## config.mk

```make
export PLATFORM = sky130hd
export DESIGN_NAME = arduino_nibble_sender
export DESIGN_NICKNAME = d
export VERILOG_FILES = /design/src/rtl/arduino_nibble_sender.sv
export SDC_FILE = /design/constraint.sdc
export NUM_CORES = 1
export LEC_CHECK = 0
export CAP_MARGIN = 20
export CORE_ASPECT_RATIO = 1.4
export CORE_UTILIZATION = 41
export DETAILED_ROUTE_END_ITERATION = 10
export DONT_BUFFER_PORTS = 1
export PLACE_DENSITY_LB_ADDON = 0.05
export SLEW_MARGIN = 0
export SYNTH_ARGS = -nofsm -noshare
export SYNTH_HDL_FRONTEND = slang
export SYNTH_SLANG_ARGS = --single-unit
export TNS_END_PERCENT = 10
```

## constraint.sdc

```tcl
create_clock -name clk -period 3.05 [get_ports clk]
set_clock_uncertainty 0.1 [all_clocks]
set_input_delay 0.4575 -clock clk [delete_from_list [all_inputs] [get_ports clk]]
set_output_delay 0.4575 -clock clk [all_outputs]
set_load 0.005 [all_outputs]
```

## src/rtl/arduino_nibble_sender.sv

```systemverilog
// Transmit controller for the 4-bit parallel Arduino link: fetches words from a
// synchronous memory and sends each one MSB nibble first, one strobe per nibble.
module arduino_nibble_sender #(
  parameter int ADDR_W = 8,
  parameter int DATA_W = 16,
  parameter int DIV    = 25000
) (
  input  logic              clk,
  input  logic              reset,
  input  logic              start,
  input  logic              abort,
  input  logic [ADDR_W-1:0] base_addr,
  input  logic [ADDR_W-1:0] num_words,
  output logic [ADDR_W-1:0] mem_addr,
  output logic              mem_rd,
  input  logic [DATA_W-1:0] mem_data,
  output logic [3:0]        nib_out,
  output logic              strobe,
  output logic              busy,
  output logic              done
);

  localparam int NIB   = DATA_W / 4;
  localparam int NIB_W = (NIB > 1) ? $clog2(NIB) : 1;
  localparam int CNT_W = $clog2(DIV + 1);

  localparam logic [CNT_W-1:0] DIV_LAST = CNT_W'(DIV - 1);
  localparam logic [NIB_W-1:0] NIB_LAST = NIB_W'(NIB - 1);

  typedef enum logic [2:0] {
    ST_IDLE,
    ST_FETCH,
    ST_WAIT,
    ST_SETUP,
    ST_HOLD,
    ST_DONE
  } state_t;

  state_t            state_q, state_d;
  logic [CNT_W-1:0]  cnt_q, cnt_d;
  logic [NIB_W-1:0]  nib_cnt_q, nib_cnt_d;
  logic [ADDR_W-1:0] words_q, words_d;
  logic [DATA_W-1:0] shift_q, shift_d;
  logic [DATA_W-1:0] shift_next;

  logic [ADDR_W-1:0] addr_d;
  logic              rd_d;
  logic [3:0]        nib_d;
  logic              strobe_d;
  logic              busy_d;
  logic              done_d;

  assign shift_next = shift_q << 4;

  always_ff @(posedge clk) begin
    if (!reset) begin
      state_q   <= ST_IDLE;
      cnt_q     <= '0;
      nib_cnt_q <= '0;
      words_q   <= '0;
      shift_q   <= '0;
      mem_addr  <= '0;
      mem_rd    <= 1'b0;
      nib_out   <= 4'h0;
      strobe    <= 1'b0;
      busy      <= 1'b0;
      done      <= 1'b0;
    end else begin
      state_q   <= state_d;
      cnt_q     <= cnt_d;
      nib_cnt_q <= nib_cnt_d;
      words_q   <= words_d;
      shift_q   <= shift_d;
      mem_addr  <= addr_d;
      mem_rd    <= rd_d;
      nib_out   <= nib_d;
      strobe    <= strobe_d;
      busy      <= busy_d;
      done      <= done_d;
    end
  end

  // Every output is computed here as the value it must hold in the next state.
  always_comb begin
    state_d   = state_q;
    cnt_d     = cnt_q;
    nib_cnt_d = nib_cnt_q;
    words_d   = words_q;
    shift_d   = shift_q;
    addr_d    = mem_addr;
    rd_d      = 1'b0;
    nib_d     = nib_out;
    strobe_d  = strobe;
    busy_d    = busy;
    done_d    = 1'b0;

    unique case (state_q)
      ST_IDLE: begin
        if (start) begin
          addr_d  = base_addr;
          words_d = num_words;
          busy_d  = 1'b1;
          if (num_words == '0) begin
            state_d = ST_DONE;
            done_d  = 1'b1;
          end else begin
            state_d = ST_FETCH;
            rd_d    = 1'b1;
          end
        end
      end

      ST_FETCH: state_d = ST_WAIT;

      // Read data becomes valid here; load it and present the top nibble.
      ST_WAIT: begin
        state_d   = ST_SETUP;
        shift_d   = mem_data;
        nib_d     = mem_data[DATA_W-1 -: 4];
        nib_cnt_d = '0;
        cnt_d     = '0;
        strobe_d  = 1'b0;
      end

      ST_SETUP: begin
        if (cnt_q == DIV_LAST) begin
          state_d  = ST_HOLD;
          strobe_d = 1'b1;
          cnt_d    = '0;
        end else begin
          cnt_d = cnt_q + CNT_W'(1);
        end
      end

      ST_HOLD: begin
        if (cnt_q == DIV_LAST) begin
          cnt_d    = '0;
          strobe_d = 1'b0;
          if (nib_cnt_q < NIB_LAST) begin
            state_d   = ST_SETUP;
            shift_d   = shift_next;
            nib_d     = shift_next[DATA_W-1 -: 4];
            nib_cnt_d = nib_cnt_q + NIB_W'(1);
          end else if (words_q > ADDR_W'(1)) begin
            state_d = ST_FETCH;
            rd_d    = 1'b1;
            addr_d  = mem_addr + ADDR_W'(1);
            words_d = words_q - ADDR_W'(1);
          end else begin
            state_d = ST_DONE;
            done_d  = 1'b1;
          end
        end else begin
          cnt_d = cnt_q + CNT_W'(1);
        end
      end

      ST_DONE: begin
        state_d  = ST_IDLE;
        busy_d   = 1'b0;
        strobe_d = 1'b0;
      end

      default: state_d = ST_IDLE;
    endcase

    // Abort overrides whatever the state logic chose above.
    if (state_q != ST_IDLE && abort) begin
      state_d  = ST_IDLE;
      cnt_d    = '0;
      rd_d     = 1'b0;
      nib_d    = 4'h0;
      strobe_d = 1'b0;
      busy_d   = 1'b0;
      done_d   = 1'b0;
    end
  end

endmodule

```

==> results by group <==
Clock network
  – Worst-Skew Late Latency: 0.32 ns
  – Resized Gates After CTS: 0
  – Hold_buf cts: 0
  – Setup bufs post-CTS: 0
  – TritonCTS clock tree: yes
  – H-tree levels: 2
  – Num CTS Buffers: 5
  – Root Driver: clkbuf_8
  – Clk sinks: 56
  – Clock slew at reported path FFs: 0.10 ns
  – Clock buffer depth: 2

Placement
  – Placed Cells: 453
  – DP Wirelength: 5120 um
  – GPL Wtd Cong: 0.752
  – # port buffers: 0
  – Placed cell area: 3060 um2

Critical path
  – Startpoint types: register
  – Crit-path cells: nor2b_1, a21oi_1, nor2_1, a41oi_1, a311oi_1
  – WP data required: 3.17 ns
  – Max stage delay on crit path: 0.67 ns
  – Slowest CP cell: nor2_1
  – Kind of critical path: reg -> reg
  – Crit path DAT: 2.67 ns
  – CP Max Fanout: 12
  – CP endpoint kind: register

Finish
  – NumNets Final: 406
  – Share of cells above drive strength 1: 9.56%
  – Design area: 3150 um2
  – Layout Cells excl Fill: 461
  – Leading cell type in the layout, fill and taps excluded: nand2_1
  – Antenna diodes: 0
  – Most frequent cells in the layout: nand2_1, dfxtp_1, nor2_1, a21oi_1, nor3_1
  – Area delta synth->final: 5.61%

Yosys
  – Syn. warnings: 0
  – Netlist cell types: 55
  – Register area share after synthesis: 37.5%
  – Number of synthesized register bits: 56
  – Yosys top cell area share: 37.5%
  – Area leader, netlist: dfxtp_1
  – Syn nets: 416
  – Ys async rst share: 0%
  – Mapped Cells: 375
  – Post-synth EDFFs: 0
  – Primary FF master, synth: dfxtp_1
  – Mapped Avg Cell Area: 7.96 um2
  – Synth area leaders: dfxtp_1, nand2_1, a21oi_1
  – Mapped cell area: 2990 um2

Power
  – Cell Int Power: 1.11 mW
  – Flop pwr share: 52.2%
  – Clock network power share: 27.0%
  – Max VDD drop: 315 uV
  – Gate power share: 20.8%
  – Pwr/cell area: 520 nW/um2
  – Switching pwr: 0.532 mW
  – Leakage Power: 1.14 nW
  – Switching Share: 32.4%

Floorplan
  – Io pins: 52
  – DIE WIDTH: 74.1 um
  – Die footprint: 7630 um2
  – Die Y: 103 um
  – FP Rows: 36
  – Core Box Area: 6980 um2
  – Starting Density: 42.8%

Detailed routing
  – Pre-Repair DR Iteration Count: 4
  – Initial drt markers: 87
  – DR DRC count: 0
  – Routed wire length: 7530 um
  – DR vias: 2750
  – Post-DR vias/cell: 5.97
  – Wirelength per Cell: 16.3 um
  – Antenna-violating nets left: 0

GRT
  – Global-route wire length before repair: 12300 um
  – Largest net degree at the start of global routing: 33
  – Total track usage: 20.9%
  – Congestion Overflow GR: 0
  – Initial antenna violation count: 0
  – Vias in the first global route: 2530

STA
  – Fin crit period: 2.55 ns
  – Fin. Hold Viols: 0
  – Rel. slew slack: 40.6%
  – Fmax: 392 MHz
  – Setup TNS: 0 ns
  – RSZ-0062 raised after global routing: false
  – Slew Limit Fails: 0
  – Actual slew at the worst max-slew pin: 0.889 ns
  – Final period util: 83.6%
  – Setup violators final: 0

Hold path
  – Hold Path Class: in -> reg

Run
  – Max Cap Violations: 0

Status
  – Status: completed
==> flip-flops by register name, summed over array words and instances (netlist names) <==
signal / flops
strobe: 1
shift_q: 12
mem_addr: 8
nib_cnt_q: 2
words_q: 8
state_q: 3
nib_out: 4
mem_rd: 1
cnt_q: 15
busy: 1
done: 1
==> power by group through the flow <==
stage / Clock [mW] / Combinational, mW / Sequential, mW
global route: 0.488 / 0.389 / 0.867
detailed placement: 0 / 0.342 / 0.872
floorplan: 0 / 0.291 / 0.848
CTS: 0.457 / 0.343 / 0.856
global placement: 0 / 0.338 / 0.872
finish: 0.442 / 0.341 / 0.856
==> cells in the mapped netlist, types with 4 or more instances <==
library cell and instances:
a22oi_1 6, o31ai_1 4, o21ai_0 15, and3_1 7
ha_1 5, nand3_1 8, clkbuf_1 19, buf_2 4
or3_1 5, a311oi_1 9, a21oi_1 32, nand2_1 67
nor3_1 16, nor2_1 41, nand3b_1 4, a311oi_2 7
a31oi_1 6, o211a_1 4, dfxtp_1 56
==> cell type report <==
| type | count | area [um2] |
|---|---|---|
| multi-input cells | 291 | 1750 |
| well taps | 95 | 119 |
| inverters | 4 | 15.0 |
| repair buffers | 7 | 52.6 |
| flip-flops and latches | 56 | 1120 |
| clock inverters | 1 | 7.51 |
| fillers | 720 | 3830 |
| clock buffers | 7 | 86.3 |
==> worst paths after layout <==
kind,start,endpoint,slack (ns),cells past startpoint
setup / recovery,state_q[1],cnt_q[12],0.50,5
hold / removal,reset,mem_addr[4],0.17,2
setup reg to reg,state_q[1],cnt_q[12],0.50,5
hold reg to reg,nib_cnt_q[1],nib_cnt_q[1],0.37,2
==> metrics by stage <==
| stage | setup slack, ns | power (mW) | hold WS (ns) | util [%] |
|---|---|---|---|---|
| 3_3_place_gp | 0.562 | 1.21 | 0.346 | 43.8 |
| 3_5_place_dp | 0.541 | 1.21 | 0.359 | 43.8 |
| 5_1_grt | 0.224 | 1.74 | 0.153 | 45.2 |
| 6_report | 0.499 | 1.64 | 0.169 | 45.2 |
| 2_1_floorplan | 0.764 | 1.14 | 0.336 | - |
| 4_1_cts | 0.528 | 1.66 | 0.162 | 45.2 |
==> worst max-delay path: cells and delay by family (launching register included) <==
| family | cells | cell delay (ns) |
|---|---|---|
| AOI/OAI and AO/OA | 3 | 0.76 |
| and+or+nand+nor | 2 | 1.00 |
| DFF | 1 | 0.57 |
==> cells by family (layout without fill, tap and decap cells) <==
group / count (synthesis) / after routing / synth area share, %
muxes: 1 / 1 / 0.377
adders and majority gates: 5 / 5 / 2.09
buffers and inverters: 28 / 19 / 3.94
DFF: 56 / 56 / 37.5
and+or+nand+nor: 172 / 172 / 27.7
AOI/OAI and AO/OA: 113 / 113 / 28.4
==> per-layer routing <==
| layer | vias up | wire [um] | GRT usage [%] |
|---|---|---|---|
| met1 | 1317 | 3280 | 25.7 |
| met5 | - | 0 | 0 |
| met4 | 0 | 102 | 7.54 |
| met3 | 6 | 355 | 4.99 |
| li1 | 1366 | - | - |
| met2 | 61 | 3780 | 35.0 |
(Power assumes the default switching activity.)
